<file path="src/rtl/subbytes_seq.sv">
// Time-multiplexed AES SubBytes: a 128-bit state is substituted LANES bytes per
// cycle through shared S-box lookups, with valid/ready handshakes on both sides.
module subbytes_seq #(
  parameter int LANES = 4
) (
  input  logic         clk,
  input  logic         rst,
  input  logic         in_valid,
  output logic         in_ready,
  input  logic [127:0] message,
  output logic         out_valid,
  input  logic         out_ready,
  output logic [127:0] crypte
);

  localparam int PASSES = 16 / LANES;
  localparam int CW     = (PASSES > 1) ? $clog2(PASSES) : 1;
  localparam logic [CW-1:0] LAST = CW'(PASSES - 1);

  localparam logic [7:0] SBOX [256] = '{
    8'h63, 8'h7c, 8'h77, 8'h7b, 8'hf2, 8'h6b, 8'h6f, 8'hc5, 8'h30, 8'h01, 8'h67, 8'h2b, 8'hfe, 8'hd7, 8'hab, 8'h76,
    8'hca, 8'h82, 8'hc9, 8'h7d, 8'hfa, 8'h59, 8'h47, 8'hf0, 8'had, 8'hd4, 8'ha2, 8'haf, 8'h9c, 8'ha4, 8'h72, 8'hc0,
    8'hb7, 8'hfd, 8'h93, 8'h26, 8'h36, 8'h3f, 8'hf7, 8'hcc, 8'h34, 8'ha5, 8'he5, 8'hf1, 8'h71, 8'hd8, 8'h31, 8'h15,
    8'h04, 8'hc7, 8'h23, 8'hc3, 8'h18, 8'h96, 8'h05, 8'h9a, 8'h07, 8'h12, 8'h80, 8'he2, 8'heb, 8'h27, 8'hb2, 8'h75,
    8'h09, 8'h83, 8'h2c, 8'h1a, 8'h1b, 8'h6e, 8'h5a, 8'ha0, 8'h52, 8'h3b, 8'hd6, 8'hb3, 8'h29, 8'he3, 8'h2f, 8'h84,
    8'h53, 8'hd1, 8'h00, 8'hed, 8'h20, 8'hfc, 8'hb1, 8'h5b, 8'h6a, 8'hcb, 8'hbe, 8'h39, 8'h4a, 8'h4c, 8'h58, 8'hcf,
    8'hd0, 8'hef, 8'haa, 8'hfb, 8'h43, 8'h4d, 8'h33, 8'h85, 8'h45, 8'hf9, 8'h02, 8'h7f, 8'h50, 8'h3c, 8'h9f, 8'ha8,
    8'h51, 8'ha3, 8'h40, 8'h8f, 8'h92, 8'h9d, 8'h38, 8'hf5, 8'hbc, 8'hb6, 8'hda, 8'h21, 8'h10, 8'hff, 8'hf3, 8'hd2,
    8'hcd, 8'h0c, 8'h13, 8'hec, 8'h5f, 8'h97, 8'h44, 8'h17, 8'hc4, 8'ha7, 8'h7e, 8'h3d, 8'h64, 8'h5d, 8'h19, 8'h73,
    8'h60, 8'h81, 8'h4f, 8'hdc, 8'h22, 8'h2a, 8'h90, 8'h88, 8'h46, 8'hee, 8'hb8, 8'h14, 8'hde, 8'h5e, 8'h0b, 8'hdb,
    8'he0, 8'h32, 8'h3a, 8'h0a, 8'h49, 8'h06, 8'h24, 8'h5c, 8'hc2, 8'hd3, 8'hac, 8'h62, 8'h91, 8'h95, 8'he4, 8'h79,
    8'he7, 8'hc8, 8'h37, 8'h6d, 8'h8d, 8'hd5, 8'h4e, 8'ha9, 8'h6c, 8'h56, 8'hf4, 8'hea, 8'h65, 8'h7a, 8'hae, 8'h08,
    8'hba, 8'h78, 8'h25, 8'h2e, 8'h1c, 8'ha6, 8'hb4, 8'hc6, 8'he8, 8'hdd, 8'h74, 8'h1f, 8'h4b, 8'hbd, 8'h8b, 8'h8a,
    8'h70, 8'h3e, 8'hb5, 8'h66, 8'h48, 8'h03, 8'hf6, 8'h0e, 8'h61, 8'h35, 8'h57, 8'hb9, 8'h86, 8'hc1, 8'h1d, 8'h9e,
    8'he1, 8'hf8, 8'h98, 8'h11, 8'h69, 8'hd9, 8'h8e, 8'h94, 8'h9b, 8'h1e, 8'h87, 8'he9, 8'hce, 8'h55, 8'h28, 8'hdf,
    8'h8c, 8'ha1, 8'h89, 8'h0d, 8'hbf, 8'he6, 8'h42, 8'h68, 8'h41, 8'h99, 8'h2d, 8'h0f, 8'hb0, 8'h54, 8'hbb, 8'h16
  };

  typedef enum logic [1:0] {IDLE, BUSY, DONE} state_t;

  state_t          state, state_nxt;
  logic [CW-1:0]   cnt;
  logic [127:0]    data;
  logic [3:0]      base;
  logic [7:0]      lane_out [LANES];

  assign base = 4'(cnt * LANES);

  // One S-box lookup per lane; lane l serves byte base+l of the latched state.
  for (genvar l = 0; l < LANES; l++) begin : g_lane
    logic [3:0] idx;
    assign idx         = base + 4'(l);
    assign lane_out[l] = SBOX[data[8*idx +: 8]];
  end

  // NOTE: every output of a combinational block gets a default first, so no
  // path leaves it unassigned and no latch is inferred.
  always_comb begin
    state_nxt = state;
    case (state)
      IDLE:    if (in_valid)    state_nxt = BUSY;
      BUSY:    if (cnt == LAST) state_nxt = DONE;
      DONE:    if (out_ready)   state_nxt = IDLE;
      default:                  state_nxt = IDLE;
    endcase
  end

  // NOTE: state is updated with non-blocking assignments so every register
  // samples pre-edge values, independent of statement order.
  always_ff @(posedge clk) begin
    if (rst) begin
      state     <= IDLE;
      cnt       <= '0;
      in_ready  <= 1'b1;
      out_valid <= 1'b0;
      crypte    <= '0;
      data      <= '0;
    end else begin
      state     <= state_nxt;
      in_ready  <= (state_nxt == IDLE);
      out_valid <= (state_nxt == DONE);
      case (state)
        IDLE: if (in_valid) begin
          data <= message;
          cnt  <= '0;
        end
        BUSY: begin
          for (int l = 0; l < LANES; l++)
            crypte[8*(int'(base) + l) +: 8] <= lane_out[l];
          cnt <= (cnt == LAST) ? '0 : cnt + 1'b1;
        end
        default: ;
      endcase
    end
  end

endmodule
</file>
<file path="config.mk">
export PLATFORM = sky130hd
export DESIGN_NAME = subbytes_seq
export DESIGN_NICKNAME = d
export VERILOG_FILES = /design/src/rtl/subbytes_seq.sv
export SDC_FILE = /design/constraint.sdc
export NUM_CORES = 1
export LEC_CHECK = 0
export ABC_AREA = 1
export CAP_MARGIN = 20
export CORE_ASPECT_RATIO = 1.5
export CORE_MARGIN = 2
export CORE_UTILIZATION = 40
export DETAILED_ROUTE_END_ITERATION = 8
export MAX_ROUTING_LAYER = met4
export PLACE_DENSITY = 0.72
export SYNTH_ARGS = -nofsm -noshare
export SYNTH_HDL_FRONTEND = slang
export SYNTH_SLANG_ARGS = --single-unit
export TNS_END_PERCENT = 30
</file>
<file path="constraint.sdc">
create_clock -name clk -period 3.6 [get_ports clk]
set_input_delay 0.72 -clock clk [delete_from_list [all_inputs] [get_ports clk]]
set_output_delay 0.72 -clock clk [all_outputs]
set_load 0.01 [all_outputs]
</file>
; ---- After elaboration in Yosys (flattened, before gate mapping)
; Memories as Yosys holds them, arrays and structs flattened.
; Index checks and enable logic that the tools add are counted.
; Widths: inputs -> output; s select.
[classes]
addsub = 11
magnitude_cmp = 4
eq_ne = 5
n_shift = 12
mux = 19
n_bitwise = 4
n_reduce_logical = 5
[op_table]
columns = operator, n
row1 = $bwmux 128, 4
row2 = $shift 8x33->128 const A, 4
row3 = $shiftx 128x8->8, 4
row4 = $shiftx 8x33->128, 4
row5 = $neg 8->33, 3
row6 = $mux 8, 8
row7 = $ge 9x9->1 const B, 4
row8 = $not 8->9, 4
row9 = $neg 7->33, 1
row10 = $add 4x2->5 const B, 2
row11 = $mux 2, 5
row12 = $add 4x2->4 const B, 2
row13 = $eq 2x2->1 const B, 3
row14 = $pmux 2 s3, 1
row15 = $add 4x1->5 const B, 1
row16 = $add 4x1->4 const B, 1
row17 = $logic_not 2->1, 2
row18 = $pmux 2 s2, 1
row19 = $reduce_and 2->1, 2
row20 = $add 2x1->2 const B, 1
row21 = $eq 2x1->1 const B, 1
row22 = $ne 2x2->1 const B, 1
row23 = $reduce_bool 2->1, 1
[totals]
register_bits = 262
mem_bits_ro = 8192
out_inout_bits = 130
elab_cells = 70
memories = 4
[memory_table]
columns = memory, depth, word_bits, rd, rd_ports_with_merged_regs, write_ports, line
row1 = (name not given), 256, 8, 1, 0, 0, 53  ; assign lane_out[l] = SBOX[data[8*idx +: 8]];
row2 = (name not given), 256, 8, 1, 0, 0, 53
row3 = (name not given), 256, 8, 1, 0, 0, 53
row4 = (name not given), 256, 8, 1, 0, 0, 53

; ---- Depth between registers and ports, before layout
[logic_depth]
ltp_word = 10
depth_mapped = 23
depth_no_buf = 21

; ---- Least setup slack after synthesis
; Ideal clock, no wire load.
[synth_path]
kind = register to register
start = register cnt[0]
end = register crypte[6]
setup_ps = 70
arrival_ps = 2794
t_required_ps = 3530
path_slack_ps = 735
stages_incl_launch_ff = 12
path_buffers = 5
period_less_slack_ps = 2865
path_cell_list = dfxtp_1 inv_2 buf_6 buf_6 buf_6 buf_2 buf_1 ha_1 clkinv_1 nor4_1 nand3_1 a21oi_1
[synth_via]
elab_chain_cells = 10
elab_cells_between_ends = 42
cone_classes = add/sub: 10 / shift: 12 / mux: 12 / bitwise: 4 / memory: 4
[synth_rtl]
columns = item, line
row1 = from (decl), 42  ; logic [CW-1:0] cnt;
row2 = from (signal assigned), 90  ; cnt <= (cnt == LAST) ? '0 : cnt + 1'b1;
row3 = $add 4x1->4 / $shiftx 128x8->8 (equally long branches), "52, 53"
row4 = $shiftx 128x8->8 / $not 8->9 (equally long branches), 53
row5 = $not 8->9 (not written as such) / $mem_v2 256x8 (equally long branches), n/a
row6 = $mem_v2 256x8 / $mux 8 (equally long branches), n/a
row7 = $mux 8 (not written as such), 53
row8 = $mux 8 (not written as such) / $shiftx 8x33->128 (equally long branches), "53, 89"
row9 = $shiftx 8x33->128 / $bwmux 128 (equally long branches), 89  ; crypte[8*(int'(base) + l) +: 8] <= lane_out[l];
row10 = $bwmux 128 (2 in series), 89
row11 = $bwmux 128 (*), 89
row12 = "to (signal, indexed assignment)", 89
row13 = to (decl), 13  ; output logic [127:0] crypte
; Every way passes the cells marked *; elsewhere a longest branch is shown, timed or not. The select of a mux whose other input is x is not followed.
; A chain may end at the register's enable or synchronous reset.

; ---- Worst setup path in the final report
[layout_path]
start = register cnt[0]
end = register crypte[61]
; The elaborated chain is that of the path after synthesis.

==> impl.org <==
** Clock tree
- CTS tree :: yes
- CTS built an H-tree with a depth of 1.
- Insertion delay to the later sink of the worst-skew pair :: 0.59 ns
- Clock-pin slew was measured on the worst setup and hold paths at 0.07 ns.
- The number of setup buffers added after CTS is 0.
- Cell chosen for the clock root :: clkbuf_16
- Number of buffers added by the clock tree synthesis step :: 27
- Counting along the longest clock path gives a buffer depth of 3.
- Number of buffers inserted for hold repair after clock tree synthesis :: 0
- Number of sinks handled by clock tree synthesis :: 262

** Critical path
- Kind of end point of the critical path :: register
- Worst R2R Path Depth :: 15
- Launching point of the worst reg2reg path :: cnt[0]$_SDFFE_PP0P_
- Category of the critical setup timing path :: register to register
- Worst reg-to-reg setup slack :: 0.08 ns
- The endpoint identified for the worst register-to-register timing path is crypte[61]$_SDFFE_PP0P_.
- STA puts the critical path data arrival time at 3.97 ns.
- The signal on the critical path passes through inv_4, buf_4, nand2_1, nand3_1, nand2_1, inv_2, nand2_1, a21oi_1, nor2_1, o21ai_1, nand2_1, nand3_1, nand2_1, nand3_1, a21oi_1.
- Largest stage delay on the critical path :: 0.67 ns
- Worst-path maximum fanout :: 31
- The worst setup path is launched from a register.
- The most numerous cell type found on the critical path is nand2_1.
- Together, buffers and inverters on the worst path number 3.
- Among all stages on the critical path, the largest delay is contributed by a21oi_1.
- Required arrival time at the worst endpoint :: 4.05 ns
- Family of cells with the greatest summed delay on the critical path :: simple AND/OR/NAND/NOR gates

** Final layout
- Leaving out fill and tap cells, the most frequent cell in the layout is nand2_1.
- From synthesis to final layout, the design area changed by 21.3%.
- Share of post-route cells with drive strength above 1 :: 7.87%
- Commonest non-fill, non-tap cells in the layout :: nand2_1 (1,054), nand3_1 (815), nor2_1 (373), dfxtp_1 (260), clkdlybuf4s50_1 (260)
- For this run, the post-layout net count is 4,176.

** Timing
- The final count of pins violating max slew came to 0.
- Post-layout minimum cycle time :: 3.52 ns
- Setup violations remaining at the end of the flow were counted as 0.
- Final Skew :: 0.0118 ns
- Worst Max-Slew Pin Slew :: 0.900 ns
- The hold violation count in the final report was 0.
- Relative max-transition margin :: 40.0%
- For this run, the top clock speed supported by timing is 0.284 GHz.
- Sum of negative setup slack :: 0 ns
- The worst path meets setup with 0.0797 ns of slack.
- The final critical path takes up 97.8% of the cycle.
- Setup repair after global routing left no endpoint under its margin.

** Min path
- Hold_sp :: data[100]$_SDFFE_PP0P_
- The worst hold path was traced through 2 stages.
- The path class of the tightest hold or removal check is register to register.
- For hold timing, the worst endpoint is data[100]$_SDFFE_PP0P_.

** Placed design
- Worst slack at placement :: 0.332 ns
- The HPWL after detailed placement is 89,000 um.
- During placement, the flow inserted port buffers numbering 261.
- Routability-driven placement finished with a final weighted congestion of 1.10.

** Routing
- Length of the first detailed-routing pass in iterations :: 9
- Vias per inst :: 6.14
- For this run, design rule violations remaining after detail routing come to 0.
- Once detail routing completed, the nets flagged for antenna violations numbered 0.
- Final routed wire length divided by cell count :: 25.4 um
- Iteration-0 DRC Markers :: 3,451
- Summed over all nets, wire length on met3 after detailed routing comes to 9630 um.
- Wire length on met2 :: 56,600 um
- Total Routed Length :: 120,000 um
- Vias :: 28,900
- M1 WL :: 42,500 um
- Highest metal layer used by the detailed router :: met4

** Floorplan
- In this run the core area contains 105 standard-cell rows.
- Area of the placeable core :: 0.0544 mm^2
- 262 I/O pins were placed.
- The die is 291 um tall.
- Area of the die :: 0.0567 mm^2
- Initial Util :: 40.3%
- The die is 195 um wide.

** Synth
- Sequential area share after synthesis :: 23.9%
- Synth Area per Inst :: 5.77 um^2
- The number of different library cells used by synthesis comes to 40.
- The Yosys step of the flow raised 0 warnings.
- Synthesis inferred 262 register bits.
- Post-Synthesis Net Count :: 3,985
- Number of instances in the synthesized netlist :: 3,795
- In this run the cell area of the synthesized design comes to 0.0219 mm^2.

** Power
- Maximum vdd drop :: 0.494 mV
- Registers are responsible for 23.4% of the overall power.
- Fraction of power consumed by the clock network :: 23.1%
- Design Power :: 13.5 mW
- Logic pwr share :: 53.5%
- Power spread over the standard cell area amounts to 509 mW/mm^2.
- In this run switching power makes up 48.0% of total power.
- Leakage component of the power :: 11.6 nW
- For this design the total switching power over the nets is 6.49 mW.
- The internal power of the cells totals 7.03 mW.

** Global route
- Grt ovf :: 0
- Global-route wire length before repair :: 175,000 um
- The initial antenna violation count was 7.
- Number of global-route vias before repair :: 27,200
- Entering global routing, the biggest net connects 131 pins.
- Overall routing resource usage :: 41.6%

** Flow run
- The tool flagged a number of max-cap violations equal to 0.

** Run status
- Status :: finished, final reports clean
[worst register-to-register path, stage by stage (launching register included)]
cell and delay [ns]:
dfxtp_4 0.37, inv_4 0.28, buf_4 0.25, nand2_1 0.06
nand3_1 0.06, nand2_1 0.12, inv_2 0.31, nand2_1 0.38
a21oi_1 0.67, nor2_1 0.18, o21ai_1 0.17, nand2_1 0.06
nand3_1 0.07, nand2_1 0.19, nand3_1 0.14, a21oi_1 0.07
[metal layers]
| metal | vias to the layer above | track usage (%) |
|---|---|---|
| met2 | 1868 | 67.8 |
| li1 | 13100 | - |
| met3 | 578 | 4.89 |
| met1 | 13300 | 46.5 |
| met5 | - | - |
| met4 | 0 | 32.0 |
[what timing repair did]
item                                   CTS  global route
setup endpoints to repair                0             3
gates resized for setup                  0             1
endpoints found under the hold margin    0             0
[worst max path at each step]
stage | start | end | slack [ns] | cells past startpoint
global placement | cnt[0]$_SDFFE_PP0P_ | crypte[60]$_SDFFE_PP0P_ | 0.29 | 18
CTS | cnt[0]$_SDFFE_PP0P_ | crypte[98]$_SDFFE_PP0P_ | 0.26 | 19
floorplan | cnt[0]$_SDFFE_PP0P_ | crypte[6]$_SDFFE_PP0P_ | 0.74 | 11
global route | cnt[0]$_SDFFE_PP0P_ | crypte[61]$_SDFFE_PP0P_ | 0.00008 | 15
detailed placement | cnt[0]$_SDFFE_PP0P_ | crypte[60]$_SDFFE_PP0P_ | 0.33 | 18
finish | cnt[0]$_SDFFE_PP0P_ | crypte[61]$_SDFFE_PP0P_ | 0.08 | 15
[power groups by stage]
stage | Clock, mW | Sequential [mW] | Combinational, mW
final | 3.13 | 3.16 | 7.23
after global routing | 3.26 | 3.18 | 7.66
after CTS | 3.17 | 3.16 | 6.91
after detailed placement | 0 | 3.23 | 6.88
after global placement | 0 | 3.22 | 7.06
after floorplan | 0 | 3.22 | 4.25
[area by class of cell]
cell class | count | area, um^2
Sequential cell | 262 | 5250
Timing Repair Buffer | 423 | 4050
Multi-Input combinational cell | 3073 | 14700
Tap cell | 695 | 870
Antenna cell | 7 | 17.5
Inverter | 199 | 763
Clock buffer | 38 | 808
Fill cell | 5782 | 27800
Clock inverter | 10 | 179
[cell usage after synthesis, drive strengths merged]
| library cell | count | area share [%] |
|---|---|---|
| nor4 | 1 | 0.029 |
| ha | 58 | 3.3 |
| o211ai | 62 | 2.1 |
| a21oi | 240 | 5.5 |
| o21ai | 269 | 6.1 |
| o22ai | 7 | 0.20 |
| clkinv | 1 | 0.017 |
| o21a | 4 | 0.14 |
| nor3 | 3 | 0.068 |
| o2111ai | 1 | 0.040 |
| a41oi | 1 | 0.040 |
| nand3b | 9 | 0.31 |
| nand3 | 817 | 19 |
| a32oi | 8 | 0.87 |
| clkbuf | 115 | 2.0 |
| nand4 | 81 | 2.3 |
| a31oi | 7 | 0.20 |
| or2 | 29 | 0.83 |
| buf | 146 | 3.9 |
| inv | 198 | 3.4 |
| nor3b | 1 | 0.034 |
| dfxtp | 262 | 24 |
| nor2 | 392 | 7.0 |
| nand2 | 1083 | 19 |
[flip-flops by register name (all words and copies together), names as in the netlist]
signal     flops
data         128
out_valid      1
in_ready       1
state          2
crypte       128
cnt            2
[metrics by stage]
step | util (%) | instances | hold slack [ns] | area, um^2
after global routing | 48.9 | 4707 | 0.469 | 26600
after CTS | 48.8 | 4699 | 0.458 | 26500
final | 48.9 | 4707 | 0.454 | 26600
after floorplan | - | 3795 | 0.429 | 21900
after detailed placement | 47.0 | 4651 | 0.447 | 25500
after global placement | 47.0 | 4651 | 0.440 | 25500
[cell families after synthesis]
| kind of cell | synth area share [%] |
|---|---|
| adder cells (fa/ha/maj) | 3.31 |
| buffers and inverters | 9.33 |
| AND/OR/NAND/NOR | 48.2 |
| AO/OA/AOI/OAI | 15.3 |
| flip-flops | 23.9 |
(Power assumes the default switching activity.)
